[config.mk]
export PLATFORM = sky130hd
export DESIGN_NAME = trdb_packet_scheduler
export DESIGN_NICKNAME = d
export VERILOG_FILES = /design/src/rtl/trdb_pkg.sv /design/src/rtl/trdb_req_fifo.sv /design/src/rtl/trdb_packet_scheduler.sv
export SDC_FILE = /design/constraint.sdc
export NUM_CORES = 1
export LEC_CHECK = 0
export ABC_AREA = 1
export CAP_MARGIN = 20
export CORE_ASPECT_RATIO = 0.75
export CORE_MARGIN = 3
export CORE_UTILIZATION = 35
export DETAILED_ROUTE_END_ITERATION = 8
export GPL_TIMING_DRIVEN = 0
export PLACE_DENSITY = 0.56
export SYNTH_ARGS = -nofsm -noshare
export SYNTH_HDL_FRONTEND = slang
export SYNTH_HIERARCHICAL = 1
export SYNTH_SLANG_ARGS = --single-unit
[constraint.sdc]
create_clock -name clk_i -period 2.6 [get_ports clk_i]
set_input_delay 0.78 -clock clk_i [delete_from_list [all_inputs] [get_ports clk_i]]
set_output_delay 0.78 -clock clk_i [all_outputs]
set_load 0.01 [all_outputs]
[src/rtl/trdb_pkg.sv]
// Shared types and constants for the trace debugger packet path.
package trdb_pkg;

   // Packet format carried in the header of every emitted packet.
   typedef enum logic [1:0] {
      F_OPT_EXT    = 2'h0,
      F_DIFF_DELTA = 2'h1,
      F_ADDR_ONLY  = 2'h2,
      F_SYNC       = 2'h3
   } trdb_format_e;

   // Sub-format, meaningful for F_SYNC packets.
   typedef enum logic [1:0] {
      SF_START   = 2'h0,
      SF_TRAP    = 2'h1,
      SF_CONTEXT = 2'h2,
      SF_SUPPORT = 2'h3
   } trdb_subformat_e;

   // One queued packet request handed to the emitter.
   typedef struct packed {
      trdb_format_e    format;
      trdb_subformat_e subformat;
      logic            is_trigger;
   } trdb_pkt_req_t;

   // Encoder start/stop sequencing states.
   typedef enum logic [2:0] {
      IDLE  = 3'd0,
      START = 3'd1,
      RUN   = 3'd2,
      DRAIN = 3'd3,
      STOP  = 3'd4
   } trdb_sched_state_e;

   // Trigger unit code requesting a format 2 packet.
   localparam logic [3:0] TRIGGER_FMT2 = 4'd4;

   // Build a request entry from its fields.
   function automatic trdb_pkt_req_t make_req(input trdb_format_e    fmt,
                                              input trdb_subformat_e sub,
                                              input logic            trig);
      trdb_pkt_req_t req;
      req.format     = fmt;
      req.subformat  = sub;
      req.is_trigger = trig;
      return req;
   endfunction

   localparam trdb_pkt_req_t REQ_NONE = '{format: F_OPT_EXT, subformat: SF_START, is_trigger: 1'b0};

endpackage

[src/rtl/trdb_req_fifo.sv]
// Request queue for the packet scheduler. The head entry is held in
// registers (head_valid/head_data) so the emitter interface is driven
// straight from flops; the ready input only affects next-state logic.
module trdb_req_fifo
   import trdb_pkg::*;
#(
   parameter int DEPTH = 4
) (
   input  logic          clk,
   input  logic          rst,
   input  logic          push,
   input  trdb_pkt_req_t push_data,
   input  logic          pop,
   output logic          full,
   output logic          empty,
   output logic          head_valid,
   output trdb_pkt_req_t head_data
);

   localparam int AW = $clog2(DEPTH);
   localparam int PW = AW + 1;
   localparam logic [PW-1:0] PTR_ONE = PW'(1);

   trdb_pkt_req_t mem_r [DEPTH];
   logic [PW-1:0] wr_ptr_r;
   logic [PW-1:0] rd_ptr_r;
   logic [PW-1:0] wr_ptr_s;
   logic [PW-1:0] rd_ptr_s;
   logic          pop_ok_s;
   logic          push_ok_s;
   logic          empty_next_s;
   logic          head_valid_r;
   trdb_pkt_req_t head_data_r;
   trdb_pkt_req_t head_next_s;

   assign full       = (wr_ptr_r[AW-1:0] == rd_ptr_r[AW-1:0]) && (wr_ptr_r[AW] != rd_ptr_r[AW]);
   assign empty      = (wr_ptr_r == rd_ptr_r);
   assign head_valid = head_valid_r;
   assign head_data  = head_data_r;

   // Next pointers and next head; a push into the slot that becomes head is bypassed.
   always_comb begin
      pop_ok_s  = pop & ~empty;
      push_ok_s = push & (~full | pop_ok_s);
      if (pop_ok_s) begin
         rd_ptr_s = rd_ptr_r + PTR_ONE;
      end else begin
         rd_ptr_s = rd_ptr_r;
      end
      if (push_ok_s) begin
         wr_ptr_s = wr_ptr_r + PTR_ONE;
      end else begin
         wr_ptr_s = wr_ptr_r;
      end
      empty_next_s = (rd_ptr_s == wr_ptr_s);
      if (push_ok_s && (rd_ptr_s[AW-1:0] == wr_ptr_r[AW-1:0])) begin
         head_next_s = push_data;
      end else begin
         head_next_s = mem_r[rd_ptr_s[AW-1:0]];
      end
   end

   // Storage array write.
   always_ff @(posedge clk or posedge rst) begin
      if (rst) begin
         for (int i = 0; i < DEPTH; i++) begin
            mem_r[i] <= REQ_NONE;
         end
      end else if (push_ok_s) begin
         mem_r[wr_ptr_r[AW-1:0]] <= push_data;
      end
   end

   // Pointer and registered head update.
   always_ff @(posedge clk or posedge rst) begin
      if (rst) begin
         wr_ptr_r     <= '0;
         rd_ptr_r     <= '0;
         head_valid_r <= 1'b0;
         head_data_r  <= REQ_NONE;
      end else begin
         wr_ptr_r     <= wr_ptr_s;
         rd_ptr_r     <= rd_ptr_s;
         head_valid_r <= ~empty_next_s;
         head_data_r  <= head_next_s;
      end
   end

endmodule

[src/rtl/trdb_packet_scheduler.sv]
// Packet scheduler: sequences encoder start/stop sync packets, arbitrates
// priority-logic and trigger requests into a queue feeding the emitter,
// and maintains the resync timer and the sticky packets-lost flag.
module trdb_packet_scheduler
   import trdb_pkg::*;
#(
   parameter int FIFO_DEPTH = 4,
   parameter int RESYNC_MAX = 64
) (
   input  logic       clk_i,
   input  logic       rst_i,
   input  logic       enc_enable_i,
   input  logic       qualified_i,
   input  logic       prio_valid_i,
   input  logic [1:0] prio_format_i,
   input  logic [1:0] prio_subformat_i,
   input  logic [3:0] trigger_i,
   output logic       notify_o,
   output logic       max_resync_o,
   output logic       packets_lost_o,
   output logic       enc_active_o,
   output logic       pkt_valid_o,
   input  logic       pkt_ready_i,
   output logic [1:0] pkt_format_o,
   output logic [1:0] pkt_subformat_o
);

   localparam int CW = $clog2(RESYNC_MAX + 1);
   localparam logic [CW-1:0] CNT_MAX = CW'(RESYNC_MAX);
   localparam logic [CW-1:0] CNT_ONE = CW'(1);

   trdb_sched_state_e state_r;
   trdb_sched_state_e state_s;
   logic              push_s;
   trdb_pkt_req_t     push_data_s;
   logic              pop_s;
   logic              enq_ok_s;
   logic              enq_trig_s;
   logic              drop_s;
   logic              clear_lost_s;
   logic              clear_cnt_s;
   logic              fifo_full_s;
   logic              fifo_empty_s;
   logic              head_valid_s;
   trdb_pkt_req_t     head_data_s;
   logic              trig_pend_r;
   logic              lost_r;
   logic [CW-1:0]     cnt_r;
   logic [CW-1:0]     cnt_s;
   logic              max_r;
   logic              enc_active_r;

   trdb_req_fifo #(
      .DEPTH(FIFO_DEPTH)
   ) u_fifo (
      .clk       (clk_i),
      .rst       (rst_i),
      .push      (push_s),
      .push_data (push_data_s),
      .pop       (pop_s),
      .full      (fifo_full_s),
      .empty     (fifo_empty_s),
      .head_valid(head_valid_s),
      .head_data (head_data_s)
   );

   assign pop_s           = head_valid_s & pkt_ready_i;
   assign enq_ok_s        = push_s & (~fifo_full_s | pop_s);
   assign pkt_valid_o     = head_valid_s;
   assign pkt_format_o    = head_data_s.format;
   assign pkt_subformat_o = head_data_s.subformat;
   // Notification coincides with the emitter accepting a trigger entry.
   assign notify_o        = pop_s & head_data_s.is_trigger;
   assign max_resync_o    = max_r;
   assign packets_lost_o  = lost_r;
   assign enc_active_o    = enc_active_r;

   // Next-state, enqueue arbitration (prio beats pending trigger) and drop detection.
   always_comb begin
      state_s     = state_r;
      push_s      = 1'b0;
      push_data_s = REQ_NONE;
      enq_trig_s  = 1'b0;
      drop_s      = 1'b0;
      case (state_r)
         IDLE: begin
            if (enc_enable_i) begin
               state_s = START;
            end else begin
               state_s = IDLE;
            end
         end
         START: begin
            push_s      = 1'b1;
            push_data_s = make_req(F_SYNC, SF_SUPPORT, 1'b0);
            if (enq_ok_s) begin
               state_s = RUN;
            end else begin
               state_s = START;
            end
         end
         RUN: begin
            if (prio_valid_i) begin
               push_s      = 1'b1;
               push_data_s = make_req(trdb_format_e'(prio_format_i),
                                      trdb_subformat_e'(prio_subformat_i), 1'b0);
               drop_s      = ~enq_ok_s;
            end else if (trig_pend_r) begin
               // A blocked trigger simply stays pending; it is never counted as lost.
               push_s      = 1'b1;
               push_data_s = make_req(F_ADDR_ONLY, SF_START, 1'b1);
               enq_trig_s  = enq_ok_s;
            end else begin
               push_s = 1'b0;
            end
            if (!enc_enable_i) begin
               state_s = DRAIN;
            end else begin
               state_s = RUN;
            end
         end
         DRAIN: begin
            if (fifo_empty_s) begin
               push_s      = 1'b1;
               push_data_s = make_req(F_SYNC, SF_SUPPORT, 1'b0);
               state_s     = STOP;
            end else begin
               state_s = DRAIN;
            end
         end
         STOP: begin
            // Only the stop entry can be queued here, so its acceptance ends the session.
            if (pop_s) begin
               state_s = IDLE;
            end else begin
               state_s = STOP;
            end
         end
         default: begin
            state_s = IDLE;
         end
      endcase
   end

   // Side effects of a successful enqueue on the flag and timer.
   always_comb begin
      clear_lost_s = enq_ok_s && (push_data_s.format == F_SYNC) &&
                     (push_data_s.subformat == SF_SUPPORT);
      clear_cnt_s  = enq_ok_s && (push_data_s.format == F_SYNC) &&
                     ((push_data_s.subformat == SF_START) || (push_data_s.subformat == SF_TRAP));
   end

   // Resync timer next value: clear beats increment, saturates at RESYNC_MAX.
   always_comb begin
      cnt_s = cnt_r;
      if (state_r == IDLE) begin
         cnt_s = '0;
      end else if (clear_cnt_s) begin
         cnt_s = '0;
      end else if ((state_r == RUN) && qualified_i && (cnt_r != CNT_MAX)) begin
         cnt_s = cnt_r + CNT_ONE;
      end else begin
         cnt_s = cnt_r;
      end
   end

   // FSM state register and registered status outputs.
   always_ff @(posedge clk_i or posedge rst_i) begin
      if (rst_i) begin
         state_r      <= IDLE;
         cnt_r        <= '0;
         max_r        <= 1'b0;
         enc_active_r <= 1'b0;
      end else begin
         state_r      <= state_s;
         cnt_r        <= cnt_s;
         max_r        <= (cnt_s == CNT_MAX);
         enc_active_r <= (state_s == RUN);
      end
   end

   // Trigger pending: set in RUN, cleared on enqueue of its F2 entry (repeats merge).
   always_ff @(posedge clk_i or posedge rst_i) begin
      if (rst_i) begin
         trig_pend_r <= 1'b0;
      end else if (state_r == IDLE) begin
         trig_pend_r <= 1'b0;
      end else if (enq_trig_s) begin
         trig_pend_r <= 1'b0;
      end else if ((state_r == RUN) && (trigger_i == TRIGGER_FMT2)) begin
         trig_pend_r <= 1'b1;
      end
   end

   // Sticky packets-lost flag, reported and cleared by the next support packet.
   always_ff @(posedge clk_i or posedge rst_i) begin
      if (rst_i) begin
         lost_r <= 1'b0;
      end else if (drop_s) begin
         lost_r <= 1'b1;
      end else if (clear_lost_s) begin
         lost_r <= 1'b0;
      end
   end

endmodule

---- Word level (Yosys, flattened, before mapping) ----
Cells that the tools add are included.
operators by class
  $add $sub $neg .......................... 3
  order comparisons ....................... 3
  equality and inequality tests ........... 16
  mux-type cells .......................... 36
  bitwise logic cells ..................... 13
  reduce and logical (&&, ||, !) cells .... 14
operator list
  cell                                                                   count
  5-bit 2-to-1 mux                                                       7
  7-bit 2-to-1 mux                                                       3
  20-bit bitwise mux                                                     1
  1-bit 2-to-1 mux                                                       15
  3-bit one-hot mux with 5 select lines                                  1
  5-bit one-hot mux with 3 select lines                                  1
  3-bit 2-to-1 mux                                                       4
  5-bit binary-select mux with 2-bit select                              1
  5-bit demux with 2-bit select                                          1
  3-bit by 2-bit equality test with 1-bit output, second input constant  3
  1-bit logical AND                                                      9
  7-bit by 1-bit adder with 7-bit output, second input constant          1
  7-bit equality test, second input constant                             1
  7-bit != test, second input constant                                   1
  3-bit by 1-bit adder with 3-bit output, second input constant          2
  3-bit equality test                                                    2
  3-bit >= comparator, second input constant                             2
  2-bit NOT with 3-bit output                                            2
  1-bit AND                                                              5
  2-bit equality test                                                    2
  2-bit equality test, second input constant                             2
  4-bit by 3-bit equality test with 1-bit output, second input constant  1
  1-bit NOT                                                              4
  3-bit by 1-bit equality test with 1-bit output, second input constant  1
  12 further kinds                                                       13
word-level totals
  register bits after elaboration ......... 46
  input port bits ......................... 14
  output and inout port bits .............. 9
  logic and storage cells ................. 109

---- Longest topological paths before layout ----
  depth in word-level cells ............... 10
  depth in mapped cells ................... 13
  gate-level depth less buffers ........... 13

---- Modules after synthesis ----
The synthesis kept the hierarchy.
by module, submodules not included
  module                 instances  cells each  area each (um^2)  sequential area each (um^2)
  trdb_req_fifo          1          226         1785.5            800.8
  trdb_packet_scheduler  1          162         1074.8            350.3

---- Worst setup path after synthesis ----
OpenSTA, ideal clock, no wires.
  path kind ............................... input-to-reg
  start point ............................. in pkt_ready_i
  end point ............................... reg u_fifo.head_data_r (netlist bit u_fifo/head_data[4])
  library setup time ...................... 117 ps
  data arrival time ....................... 1879 ps
  required time ........................... 2483 ps
  setup slack ............................. 603 ps
  stages .................................. 10
  path buffers ............................ 1
  cell sequence ........................... nand2_1 > inv_1 > clkbuf_1 > inv_1 > nand2_4 > nand2_8 > a21oi_4 > nand2_4 > nand2_1 > nand2_1
RTL lines
  item                  line                         source
  start, declared       trdb_packet_scheduler.sv:23  input logic pkt_ready_i,
  end signal, assigned  trdb_req_fifo.sv:85          head_data_r <= head_next_s;
  end, declared         trdb_req_fifo.sv:33          trdb_pkt_req_t head_data_r;

---- Worst setup path in the final report ----
  start point ............................. in pkt_ready_i
  end point ............................... out notify_o
between the ends
  longest elaborated chain between the ends .. 2
RTL lines
  item           line                         source
  1-bit AND      trdb_packet_scheduler.sv:67  assign pop_s = head_valid_s & pkt_ready_i;
  1-bit AND      trdb_packet_scheduler.sv:73  assign notify_o = pop_s & head_data_s.is_trigger;
  end, declared  trdb_packet_scheduler.sv:18  output logic notify_o,
Every way passes these cells.

==> flow_summary.toml <==
[timing]
rsz0062_at_grt = "false"
worstMarginPinSlew_ns = 0.8356
timing.fmax_ghz = 0.3963
finalClockSkew_ns = 0.009776
timing.hold.ws_ns = 0.5463
setup_viol = 0
maxSlewHeadroom = 0.4386
hold_viol_final = 0
period_needed_ns = 2.523
slew_viol_final = 0
post-route-period-util = 0.9704

[yosys]
synth_area_um2 = 2860
synth_nets = 409
syn_avg_cell_area_um2 = 7.372
synth_flop_cell = "dfrtp_1"
synth_top_area_frac = 0.4024
ys_async_sr_fraction = 1.000
synth_cell_types = 33
synth_edf_count = 0
synth_top_cell_by_area = "dfrtp_1"
synth.ff_latch_count = 46
synth_area_leaders = "dfrtp_1 40%, nand2_1 16%, nand3_1 9.1%"
synth_seq_area_share = 0.4024
yosys_warnings = 6
syn-instance-count = 388

[route]
drc_errors = 0
drt_iter0_drc = 136
viasPerCell = 4.748
dr.pass1.iters = 5
routed_wl_um = 6562
wire_per_inst_um = 12.64
vias = 2464
postRouteAntennaNets = 0

[critical_path]
crit_start = "pkt_ready_i"
path_max_fanout = 3
timing.rr.start = "u_fifo/wr_ptr_r[0]"
worstSetupStartpointType = "primary input"
cp.arrival_ns = 1.74
path_class = "in -> out"
crit_path_end_kind = "output pin"
required_ns = 1.82

[global_routing]
grt_antenna_before_repair = 0
busiest_layer = "met1"
grt_pass1_vias = 2369
grt.total_usage = 0.1520
grt_pass1_wl_um = 11320
grt_use_met3 = 0.03075
use_met2 = 0.2236
grt_max_degree = 19
grt_use_met1 = 0.2322
grt_overflow = 0

[placement]
gp_congestion = 0.8760
io_buffers = 22
hpwl_um = 5080
placed_cells = 512

[floorplanning]
ioPinCount = 23
initial_core_util = 0.3746
die_width_um = 110.4
die_h_um = 84.29
coreArea_um2 = 7635
rows = 27
dieArea_um2 = 9304

[power]
leakage_nw = 1.681
peakVddDrop_mv = 0.4402
power_density_nw_per_um2 = 1205

[clocking]
clk_latency_ns = 0.30
cts.sinks = 46
h-tree-depth = 2
hold_buffers = 0
clkTransAtPathRegs_ns = 0.09
post_cts_buffers = 0
cts_made_buffers = 5
cts_tree = "done"
cts_buffer_depth = 2
root_buffer = "clkbuf_8"

[layout]
mostFrequentLayoutCell = "nand2_1"
final_cell_mix = "119 x nand2_1, 61 x inv_1, 52 x nand3_1"
layout-drive-gt1-share = 0.1148
antenna_cells = 0
syn2layout_area_growth_pct = 16.19
nFillCells = 788
fin_cells = 519
nNetsFinal = 438

[min_path]
hp-class = "reg -> reg"
hp-start = "u_fifo/mem_r[3]"

[run_status]
status = "complete, no violations"

[flow_run]
drv_cap = 0
## layer usage
layer  wire (um)  share of wire
met1        3494           0.53
met2        2674           0.41
met3         346          0.053
met4          46         0.0070
met5           0              0
## synth_stat cells (2+ instances only)
cell type / instances
inv_2: 3
dfrtp_1: 46
nand3_4: 2
nand2_4: 5
a21oi_1: 2
ha_1: 7
nor3_1: 3
a21oi_4: 2
o21ai_0: 24
nand3_1: 52
o21ai_1: 2
nand2_1: 119
nand4_1: 3
nor2_4: 2
nand3_2: 3
inv_1: 61
nand3b_1: 5
nand2_2: 8
nor2_2: 9
nor2_1: 17
## critical path, cell delays in order
cell             delay [ns]
clkdlybuf4s50_1        0.45
nand2_1                0.10
nor2_2                 0.13
dlygate4sd2_1          0.28
## state kept, by name, summed over array words and instances (netlist names)
signal and flops:
u_fifo/mem_r 20, u_fifo/head_data 5, packets_lost_o 1, max_resync_o 1, u_fifo/rd_ptr_r 3, trig_pend_r 1, u_fifo/head_valid 1, cnt_r 7
state_r 3, u_fifo/wr_ptr_r 3, enc_active_o 1
## power by group
group          leakage (nW)  internal, mW  switching [mW]
Sequential            0.582          1.00           0.172
Combinational          1.05         0.803            1.57
Clock                0.0482         0.215           0.241
Total                  1.68          2.02            1.99
## worst paths after layout
path / slack [ns] / cells after the start / end
min: 0.55 / 2 / u_fifo/mem_r[3]
max: 0.08 / 4 / notify_o
max in group asynchronous: 1.14 / 3 / u_fifo/mem_r[10]
min reg2reg: 0.55 / 2 / u_fifo/mem_r[3]
min in group asynchronous: 0.86 / 2 / cnt_r[0]
max reg2reg: 0.35 / 12 / u_fifo/head_data[2]
## timing repair
action                                  in CTS  in global routing
hold endpoints to repair                     0                  0
resized for setup                            1                  1
cloned                                       0                  0
endpoints found under the setup margin       1                 10
## cell families (layout without fill, tap and decap cells)
| family | after synthesis | after routing | synth area share |
|---|---|---|---|
| flops | 46 | 46 | 0.4024 |
| xor+xnor | 2 | 2 | 0.006125 |
| buf+inv | 67 | 97 | 0.08967 |
| fa+ha+maj | 7 | 7 | 0.03062 |
| compound gates | 37 | 37 | 0.08225 |
| simple gates | 229 | 229 | 0.3889 |
## final cells by class
type                    instances  area [um2]  share of cell area
well taps                     101       126.4             0.03803
multi-input cells             275        1455              0.4379
repair buffers                 23       246.5             0.07417
plain buffers                   2       12.51            0.003765
inverters                      64       240.2             0.07229
clock buffers                   7       86.33             0.02598
clock inverters                 1       5.005            0.001506
flip-flops and latches         46        1151              0.3464
## metrics by stage
step | worst slack [ns] | util | cell area (um2) | power [mW] | TNS, ns
after global placement | -0.2401 | 0.4200 | 3207 | 3.535 | -3.175
after floorplan | 0.6033 | - | 2860 | 2.943 | 0
after CTS | 0.03468 | 0.4354 | 3324 | 4.033 | 0
after global routing | 0.007467 | 0.4353 | 3323 | 4.420 | 0
after detailed placement | -0.2391 | 0.4236 | 3234 | 3.564 | -3.042
final | 0.07690 | 0.4353 | 3323 | 4.005 | 0
Note: power is estimated with default switching activity, not from simulation.
